[src/rtl/vector_wb_arbiter.sv]
// Two-requester round-robin write arbiter for a bank of R vector registers.
// Also runs a sequential clear of all R registers, one register per cycle.
module vector_wb_arbiter #(
    parameter  int I  = 2,
    parameter  int L  = 4,
    parameter  int R  = 8,
    localparam int AW = (R > 1) ? $clog2(R) : 1
) (
    input  logic                 CLK,
    input  logic                 RST,
    input  logic [1:0]           Req_Valid,
    input  logic [AW-1:0]        Req_Addr0,
    input  logic [AW-1:0]        Req_Addr1,
    input  logic [I-1:0][L-1:0]  Req_Data0,
    input  logic [I-1:0][L-1:0]  Req_Data1,
    output logic [1:0]           Req_Ready,
    input  logic                 Clear_Req,
    output logic                 Clear_Busy,
    output logic [R-1:0]         Wr_En,
    output logic [I-1:0][L-1:0]  Wr_Data,
    output logic [AW-1:0]        Wr_Addr
);

    typedef enum logic {S_IDLE, S_CLEAR} state_t;

    state_t               state_q, state_d;
    logic                 ptr_q, ptr_d;      // index of the requester granted last
    logic [AW-1:0]        cnt_q, cnt_d;
    logic [R-1:0]         wr_en_q, wr_en_d;
    logic [AW-1:0]        wr_addr_q, wr_addr_d;
    logic [I-1:0][L-1:0]  wr_data_q, wr_data_d;
    logic                 busy_q, busy_d;
    logic [1:0]           ready;
    logic [AW-1:0]        sel_addr;
    logic [I-1:0][L-1:0]  sel_data;

    // NOTE: every signal driven here gets a default first, so no latch is inferred.
    always_comb begin
        ready = 2'b00;
        if (RST && state_q == S_IDLE && !Clear_Req) begin
            unique case (Req_Valid)
                2'b01:   ready = 2'b01;
                2'b10:   ready = 2'b10;
                2'b11:   ready = ptr_q ? 2'b01 : 2'b10;
                default: ready = 2'b00;
            endcase
        end
    end

    assign sel_addr = ready[1] ? Req_Addr1 : Req_Addr0;
    assign sel_data = ready[1] ? Req_Data1 : Req_Data0;

    always_comb begin
        state_d   = state_q;
        ptr_d     = ptr_q;
        cnt_d     = cnt_q;
        wr_en_d   = '0;
        wr_addr_d = wr_addr_q;
        wr_data_d = wr_data_q;
        unique case (state_q)
            S_IDLE: begin
                if (Clear_Req) begin
                    state_d = S_CLEAR;
                    cnt_d   = '0;
                end else if (|ready) begin
                    ptr_d     = ready[1];
                    wr_addr_d = sel_addr;
                    wr_data_d = sel_data;
                    // An address >= R shifts the one-hot bit out of range, dropping the write.
                    wr_en_d   = R'(1) << sel_addr;
                end
            end
            S_CLEAR: begin
                wr_en_d   = R'(1) << cnt_q;
                wr_addr_d = cnt_q;
                wr_data_d = '0;
                if (cnt_q == AW'(R - 1)) begin
                    state_d = S_IDLE;
                    cnt_d   = '0;
                end else begin
                    cnt_d = cnt_q + AW'(1);
                end
            end
            default: state_d = S_IDLE;
        endcase
        busy_d = (state_d == S_CLEAR);
    end

    // NOTE: sequential state uses non-blocking assignments only.
    always_ff @(posedge CLK or negedge RST) begin
        if (!RST) begin
            state_q   <= S_IDLE;
            ptr_q     <= 1'b1;
            cnt_q     <= '0;
            wr_en_q   <= '0;
            wr_addr_q <= '0;
            wr_data_q <= '0;
            busy_q    <= 1'b0;
        end else begin
            state_q   <= state_d;
            ptr_q     <= ptr_d;
            cnt_q     <= cnt_d;
            wr_en_q   <= wr_en_d;
            wr_addr_q <= wr_addr_d;
            wr_data_q <= wr_data_d;
            busy_q    <= busy_d;
        end
    end

    assign Req_Ready  = ready;
    assign Clear_Busy = busy_q;
    assign Wr_En      = wr_en_q;
    assign Wr_Addr    = wr_addr_q;
    assign Wr_Data    = wr_data_q;

endmodule

[config.mk]
export PLATFORM = sky130hd
export DESIGN_NAME = vector_wb_arbiter
export DESIGN_NICKNAME = d
export VERILOG_FILES = /design/src/rtl/vector_wb_arbiter.sv
export SDC_FILE = /design/constraint.sdc
export NUM_CORES = 1
export LEC_CHECK = 0
export ABC_AREA = 1
export CAP_MARGIN = 0
export CORE_MARGIN = 2
export CORE_UTILIZATION = 49
export CTS_BUF_LIST = sky130_fd_sc_hd__clkbuf_4
export DETAILED_ROUTE_END_ITERATION = 12
export HOLD_SLACK_MARGIN = 0.1
export PLACE_DENSITY = 0.91
export SLEW_MARGIN = 20
export SYNTH_ARGS = -nofsm -noshare
export SYNTH_HDL_FRONTEND = slang
export SYNTH_SLANG_ARGS = --single-unit
export TNS_END_PERCENT = 100
[constraint.sdc]
create_clock -name CLK -period 3.5 [get_ports CLK]
set_input_delay 0.35 -clock CLK [delete_from_list [all_inputs] [get_ports CLK]]
set_output_delay 0.35 -clock CLK [all_outputs]
set_load 0.005 [all_outputs]
# Word level (Yosys, flattened, before mapping)
# Cells that the tools add are included.
classes:
  n_addsub: 1
  mux: 20
  n_eq_ne: 7
  reduce_logical: 6
  bitwise_logic: 2
  shift: 2
ops:
  columns: ["cell", "count"]
  rows:
  - ["8-bit 2-to-1 mux", 5]
  - ["8-bit one-hot mux with 2 select lines", 2]
  - ["1-bit by 3-bit left shift with 8-bit output (first input constant)", 2]
  - ["3-bit 2-to-1 mux", 5]
  - ["3-bit one-hot mux with 2 select lines", 2]
  - ["2-bit one-hot mux with 3 select lines", 1]
  - ["2-bit == test (second input constant)", 2]
  - ["2-bit 2-to-1 mux", 2]
  - ["2-bit != test (second input constant)", 2]
  - ["3-bit by 1-bit adder with 3-bit output (second input constant)", 1]
  - ["3-bit == test (second input constant)", 1]
  - ["3-bit AND reduction", 1]
  - ["2-bit by 1-bit == test with 1-bit output (second input constant)", 1]
  - ["1-bit logical AND", 2]
  - ["1-bit 2-to-1 mux", 2]
  - ["2-bit by 1-bit != test with 1-bit output (second input constant)", 1]
  - ["1-bit inverter", 2]
  - ["1-bit one-hot mux with 2 select lines", 1]
  - ["2-bit AND reduction", 1]
  - ["2-bit OR reduction", 1]
  - ["1-bit zero test", 1]
totals:
  elab_cells: 45
  reg_bits: 24
  out_inout_bits: 22

# Longest topological paths before layout
# Gate-level depths: netlist (run 1).
logic_depth:
  depth_word: 9
  depth_mapped: 10
  ltp_nobuf: 9

# Worst setup path before layout (run 1)
# No wires, ideal clock.
synth_path:
  path_kind: "flip-flop to output port"
  from: "register, netlist name Clear_Busy"
  to: "output Req_Ready[1]"
  t_required_ns: 3.150
  n_path_buf: 1
  setup_slack_ns: 2.113
  path_stages_with_launch: 7
  arrival_time_ns: 1.037
  cell_sequence: "dfrtp_1 > inv_2 > nand2_2 > nor2_8 > nand2_4 > buf_2 > inv_1"
synth_lines:
  columns: ["item", "line_no", "text"]
  rows:
  - ["end, declared", "16", "output logic [1:0] Req_Ready,"]

# Final worst setup path (run 1)
layout_path:
  from: "input RST"
  to: "output Req_Ready[1]"
layout_via:
  elab_chain_len: 3
layout_lines:
  columns: ["item", "line_no", "text"]
  rows:
  - ["start, declared", "10", "input logic RST,"]
  - ["1-bit logical AND (2 in a row)", "40", "if (RST && state_q == S_IDLE && !Clear_Req) begin"]
  - ["2-bit 2-to-1 mux", "40", null]
# No other way between the ends.

==> results.md, run 1 <==
Outcome:
- The flow ran to the end, and the final reports show no timing, DRC or antenna violations.

Logic synthesis:
- The post-synthesis register bit count is 24.
- Sequential elements use 46.0% of the synthesized area.
- Synthesis produced a netlist whose cell count is 165.
- The Yosys warning count is 0.
- The net count of the mapped netlist is 198.
- The number of different library cells used by synthesis comes to 23.
- The mapped cell area is 0.00131 mm2.
- In this run the mean area of a mapped cell was 7.92 um2.

Finish:
- At the end of the flow the core is filled with cells to between 70% and 80%.
- The finished layout holds 244 standard cells, fillers aside.
- The ratio of cells with drive above 1 in the final layout is about a tenth.
- The number of antenna diodes in the final layout is 0.
- The final layout contains 248 nets.
- The layout filler cell count is between 150 and 200.
- The area growth from synthesis to final layout is 40.6%.
- The post-route cell area is 0.00184 mm2.

Floorplan:
- The die covers 0.00310 mm2.
- For this configuration, the core starts out at a cell density of between 50% and 60%.
- The floorplan core area is ~0.0025 mm2.
- The top-level I/O count is 49.
- The placement row count is 18.
- From left edge to right edge, the die measures around 56 um.
- The floorplan die height is approximately 56 um.

Clock network:
- The number of instances resized during post-cts repair is 0.
- Counting the buffers created by CTS gives 3.
- The clock slew at the register clock pins of the worst setup and hold paths is approximately 0.12 ns.
- The insertion delay of the later-clocked pin in the worst-skew pair is 0.32 ns.
- The clock passes through at most 2 buffers.
- The clock sink count is 24.
- The count of buffers added by post-CTS timing repair for setup is 0.
- The root buffer cell chosen for the clock tree is clkbuf_4.
- For this design, the CTS-stage hold fixing added 0 buffers.
- The clock tree from TritonCTS is done.
- The H-tree level count is 1.

Placement:
- OpenSTA, run right after detailed placement, puts the worst setup slack at 0.902 ns.
- The area after detailed placement is around 0.0018 mm2.
- Summed over all nets, the half-perimeter wirelength after detailed placement is 2540 um.
- Routability-driven placement finished with a final weighted congestion of 0.819.
- The quantity of I/O buffers inserted on ports is 48.
- The number of placed instances, taps included, is 240.

Critical path:
- The largest driver fanout on the critical path is 24.
- The worst register-to-register path ends at Wr_Data[0].
- The number of cells on the worst reg-to-reg path is 8.
- The cell type of the slowest stage on the worst timing path is clkdlybuf4s50_1.
- The most numerous cell on the critical path is clkdlybuf4s50_1.
- The type of origin of the critical path is a primary input.
- The critical path crosses 6 cells after its start point.
- The required time at the endpoint of the critical path is 3.15 ns.
- The family with the most delay on the worst path is buffers and inverters.
- Counting both buffers and inverters, the worst setup path holds a total of 3.
- The type of the worst setup path is primary input to output port.
- Following the worst setup path forward leads to its endpoint at Req_Ready[1].
- For flop-to-flop paths, the worst setup slack is approximately 1.6 ns.
- The reg-to-reg critical path startpoint is Clear_Busy.
- Traced cell by cell, the critical path runs through clkdlybuf4s50_1, nand2_2, nor2_8, nand2_4, inv_1, clkdlybuf4s50_1.
- The longest individual stage delay on the worst path is 0.74 ns.
- The critical path data arrival time is 2.23 ns.
- The endpoint kind of the worst setup timing path is an output port.
- The launch point of the worst path is RST.

Drt:
- The via count normalized by instance count is about 5.2.
- In the final routed layout, each cell accounts on average for roughly 13 um.
- The number of DRC markers in iteration 0 is 34.
- The pre-antenna-repair detailed-routing pass consisted of 4 iterations.
- The total via count after detailed routing is 1272.
- The DRC violation count after routing is 0.
- The count of nets left with antenna violations once routing finished came out at 0.
- The wire length after detailed routing is between 3000 and 4000 um.

Pwr:
- VDD sags by at most 574 uV.
- Dividing total power by cell area gives a power density of 573 mW/mm2.
- The analysis attributes to cell leakage a power of about 0.00095 uW.

Timing:
- Setup repair after global routing left no endpoint under its margin.
- The setup TNS after final layout is 0 ns.
- The period utilization is 73.7%.
- After layout, the minimum clock period comes to around 2.6 ns.
- The max-slew violation count is 0.
- The number of hold violations in the final report is 0.
- The least setup slack across all paths after layout is 0.919 ns.
- For the pin with the worst max-slew slack, the measured transition is 0.577 ns.
- Between clock sinks in the finished design, the worst skew comes to ~0.0011 ns.
- Setup violations remaining at the end of the flow were counted as 0.
- In this run the tightest slew margin relative to its limit is 61.5%.
- For this run, the top clock speed supported by timing is 388 MHz.

Min path:
- The tightest min-delay check is of the primary input to asynchronous set/reset pin type.

Global route:
- Entering global routing, the biggest net connects 25 pins.
- The number of global-route vias before repair is roughly 1300.
- The global-route congestion overflow total is 0.
- The total global routing track utilization is between 20% and 30%.
- The number of antenna violations at the first check in global routing is 0.
- The first global-routing pass estimated 5840 um of wire.

Job:
- Across the run, the number of max-cap violations was 0.
## where the power goes
| part | leakage, uW | switching (uW) | internal (uW) |
|---|---|---|---|
| clock | 0.0000184 | 82.1 | 52.5 |
| sequential | 0.000311 | 75.7 | 373 |
| combinational | 0.000624 | 231 | 240 |
| total | 0.000953 | 389 | 665 |
## layer usage
metal / global-route usage (%) / share of wire [%]
met4: 11.8 / 2.9
met2: 42.0 / 52
met1: 28.2 / 39
met3: 5.58 / 6.9
met5: 0 / 0
## cells by family (layout without fill, tap and decap cells)
logic type | Yosys count | count (layout) | share of synthesized area [%]
simple gates | 83 | 83 | 28.6
buf+inv | 27 | 76 | 8.52
compound gates | 25 | 25 | 11.1
flops | 24 | 24 | 46.0
fa+ha+maj | 6 | 6 | 5.74
## synthesized netlist by cell type
cell	count	area, um2
o21ai_0	3	15.0
dfstp_2	1	26.3
a21oi_4	1	16.3
a21oi_1	1	5.00
ha_1	6	75.1
o21ai_1	16	80.1
a211oi_1	1	7.51
inv_2	3	11.3
o21ai_2	1	8.76
nor2_1	7	26.3
nor2_8	1	20.0
clkbuf_1	1	3.75
nand3b_1	2	15.0
nor2_2	4	25.0
inv_1	20	75.1
o22ai_1	2	12.5
nand2_2	3	18.8
buf_2	2	10.0
buf_6	1	11.3
dfrtp_1	23	576
nand2_4	1	11.3
nand3_1	11	55.1
nand2_1	54	203
## worst reg2reg max path: cells and delay by family (launching register included)
kind,cells,cell delay [ns]
simple gates,4,0.47
compound gates,2,0.35
flops,1,0.68
buf+inv,2,0.30
## sequential cells by signal, summed over array words and instances (netlist names)
register / cells
Clear_Busy: 1
ptr_q: 1
Wr_Data: 8
cnt_q: 3
Wr_Addr: 3
Wr_En: 8
## how the worst min path moves through the flow
stage | depth (start not counted) | end | from | slack (ns)
final | 1 | Wr_Addr[0] | RST | 0.32
after global placement | 2 | Wr_Data[6] | Wr_Data[6] | 0.47
after floorplan | 0 | Clear_Busy | RST | 0.05
after CTS | 1 | Clear_Busy | RST | 0.32
after detailed placement | 2 | Wr_Data[5] | Wr_Data[5] | 0.48
after global routing | 1 | Clear_Busy | RST | 0.33
## cell usage in the layout, fill, tap and decap left out
cell	count
o21ai_1	16
dfrtp_1	23
nor2_2	4
o21ai_2	1
a21oi_4	1
nand2_1	54
dfstp_2	1
nand3b_1	2
a21oi_1	1
nor2_8	1
nand2_2	3
nand3_1	11
nand2_4	1
ha_1	6
clkbuf_4	4
o22ai_1	2
clkdlybuf4s50_1	48
buf_4	1
o21ai_0	3
a211oi_1	1
inv_2	3
nor2_1	7
inv_1	20
## per-stage QoR
| stage | hold slack (ns) | power [uW] |
|---|---|---|
| finish | 0.321 | 1050 |
| CTS | 0.322 | 1060 |
| detailed placement | 0.478 | 918 |
| global route | 0.326 | 1140 |
| floorplan | 0.0544 | 680 |
| global placement | 0.470 | 889 |
## final cells by class
type	count	area [um2]	area share (%)
inverter	23	86.3	4.70
tap	30	37.5	2.04
timing repair buffer	49	488	26.5
sequential	24	602	32.7
multi-input combinational	114	594	32.3
clock buffer	4	30.0	1.63
(Power assumes the default switching activity.)
==> inputs of run 2 (changes only) <==
- CORE_UTILIZATION: 49 -> 45
- PLACE_DENSITY: 0.91 -> 0.84
- clock period: 3.5 -> 2.4 ns (I/O delays scaled with it)
==> run 2 against run 1 <==
Cell count rose by 1.2%. Setup slack got worse by 0.74 ns. First-iteration DRC count rose by 59%. Global-route usage fell by 3.4 points. Via count rose by 0.16%. Sequential share of layout area fell by 0.29 points. Register-to-register slack got worse by 1.1 ns. Clock skew rose by 0.0045 ns. Worst hold slack got worse by 0.017 ns. Largest power group unchanged. Wire length fell by 2.5%. Sequential power rose by 45%. Flip-flop and latch count did not move. Critical path type is now register to output port.
==> results.md, run 2 (synthesized netlist as in run 1, its figures left out) <==
Drt:
- The average routed wire per standard cell is about 13 um.
- The routed design has 3200 um of wire.
- The final route contains approximately 1300 vias.
- The detailed router finished its first iteration with 54 violations.
- For this run, design rule violations remaining after detail routing come to 0.
- In this run the remaining antenna-violating nets after routing total 0.
- The number of detailed-route iterations in the first pass is 4.
- Dividing the detail-routed via count by the number of cells gives 5.16.

Timing:
- The number of hold violations in the final report is 0.
- The slew of the pin with the lowest slew margin is ~0.57 ns.
- The minimum clock period after layout is 2.22 ns.
- The setup TNS after final layout is 0 ns.
- The max-slew violation count was 0.
- Hold timing on the final database bottoms out at a slack of 0.304 ns.
- Headroom to the max-slew limit came out at 62.0%.
- Setup repair after global routing left no endpoint under its margin.
- The highest achievable clock rate is 450 MHz.
- Across the routed clock network, the largest skew measured is 0.00558 ns.
- The count of final setup violators is 0.
- In the finished design, the share of the clock period the worst path needs comes to 92.5%.

Floorplan:
- The floorplan step set the die width to 57.9 um.
- The top-level I/O count is 49.
- The floorplan die height is approximately 58 um.
- For this configuration, the core starts out at a cell density of ~47%.
- The die covers 0.00335 mm2.
- The total area inside the core boundary comes to roughly 0.0028 mm2.
- The placement row count is 19.

Clock network:
- CTS saw 24 sinks.
- For the worst-skew pair, the clock arrives at the later sink with an insertion delay of 0.32 ns.
- The H-tree level count is 1.
- The cell at the root of the clock tree is clkbuf_4.
- The clock tree from TritonCTS is done.
- For this design, the CTS-stage hold fixing added 0 buffers.
- The clock passes through at most 2 buffers.
- The total CTS buffers is 3.
- After clock tree synthesis, the repair step resized 0 gates.
- Post-CTS timing repair inserted 0 buffers for setup.
- After clock tree synthesis, the clock-pin slew on the worst setup and hold paths is 0.13 ns.

Finish:
- Compared with the post-synthesis result, the final layout area differs by 41.8%.
- In the final layout, the share of cells above drive strength 1 is between 10% and 20%.
- The final net count is 250.
- Measured on the finished design, the core utilization comes to around two thirds.
- In the final layout, flip-flops and latches occupy between 600 and 700 um2.
- The most frequent standard cell in the layout excluding fill and tap cells is nand2_1.
- The layout has 236 filler cells.
- In the final layout, the multi-input gates occupy 594 um2.
- The number of antenna diodes in the final layout is 0.
- Leaving out fill and tap cells, the most frequent cells in the layout are nand2_1 (54), clkdlybuf4s50_1 (48), dfrtp_1 (23).

Global route:
- Entering global routing, the biggest net connects 24 pins.
- After global routing the overflow that remains totals 0.
- The number of global-route vias before repair is 1228.
- The wire length of the first global-routing pass is 5340 um.
- The number of antenna violations at the first check in global routing is 0.
- The total global routing track utilization is a little over a fifth.

Placement:
- The final weighted congestion of routability-driven global placement is 0.859.
- Buffers placed on the I/O ports in this run total 48.
- Detailed placement ended at an HPWL of between 2000 and 3000 um.

Outcome:
- The flow ran to the end, and the final reports show no timing, DRC or antenna violations.

Critical path:
- The critical path is of the register to output port type.
- For the worst setup path, the data required time is approximately 2.2 ns.
- The worst register-to-register path has a depth of 8.
- STA classifies the critical path startpoint as a register.
- The worst register-to-register path ends at Wr_Data[1].
- Of all nets on the critical path, the largest fanout is 16.
- At the worst endpoint, the arrival time is 1.98 ns.
- The startpoint identified for the worst register-to-register timing path is Clear_Busy.
- STA classifies the critical path endpoint as an output port.
- Setup slack on the worst reg-to-reg path comes out at 0.54 ns.

Job:
- The number of maximum-capacitance constraint violations is 0.

Min path:
- The min-delay analysis places its worst path in the category primary input to asynchronous set/reset pin.

Pwr:
- The leakage power is 0.000962 uW.
- The share of total power dissipated in the clock network is between 10% and 20%.
- The fraction of power consumed by sequential logic is 42.5%.
- Cell internal power was estimated by the tool at 970 uW.
- VDD sags by at most 586 uV.
- For this design the ratio of total power to cell area is about 830 mW/mm2.
- The proportion of power drawn by combinational gates is between 40% and 50%.
- The switching power total is 565 uW.
- Net switching is around 37% of the power.
[run 2: layout make-up]
cell class                 instances  share of cell area [%]
clock buffer                       4                    1.62
inverter                          23                    4.66
multi-input combinational        114                    32.1
sequential                        24                    32.5
tap                               31                    2.09
timing repair buffer              51                    27.1
[run 2: power by group through the flow]
stage | combinational [uW] | clock, uW | sequential [uW]
finish | 684 | 198 | 652
CTS | 691 | 206 | 652
floorplan | 352 | 0 | 640
global route | 766 | 215 | 677
detailed placement | 686 | 0 | 663
global placement | 652 | 0 | 652
[run 2: critical path, stage by stage, from the launching register on]
cell,delay [ns]
dfrtp_1,0.58
nor2_1,0.25
nand2_1,0.09
a211oi_1,0.19
clkdlybuf4s50_1,0.54
[run 2: how the worst max path moves through the flow]
stage / startpoint / end / slack, ns / depth (start not counted)
after floorplan: Clear_Busy / Wr_En[3] / 1.08 / 10
after global placement: Clear_Req / Req_Ready[0] / 0.44 / 5
after detailed placement: Clear_Req / Req_Ready[0] / 0.35 / 5
after CTS: Clear_Busy / Req_Ready[0] / 0.14 / 4
after global routing: Clear_Busy / Req_Ready[0] / 0.06 / 4
final: Clear_Busy / Req_Ready[0] / 0.18 / 4
[run 2: through the flow]
| step | cell area [um2] | std cells | total power (uW) | worst slack [ns] |
|---|---|---|---|---|
| global route | 1850 | 247 | 1660 | 0.0608 |
| CTS | 1850 | 247 | 1550 | 0.141 |
| global placement | 1820 | 243 | 1300 | 0.443 |
| floorplan | 1310 | 165 | 992 | 1.08 |
| detailed placement | 1820 | 243 | 1350 | 0.354 |
| finish | 1850 | 247 | 1530 | 0.180 |
[run 2: layer usage]
| metal | part of all wire [%] | up-vias | track usage (%) | wire length [um] |
|---|---|---|---|---|
| li1 | - | 624 | - | - |
| met1 | 39 | 601 | 26.0 | 1240 |
| met2 | 54 | 43 | 35.2 | 1720 |
| met3 | 5.3 | 6 | 2.23 | 171 |
| met4 | 2.2 | 0 | 12.3 | 70 |
| met5 | 0 | - | 0 | 0 |
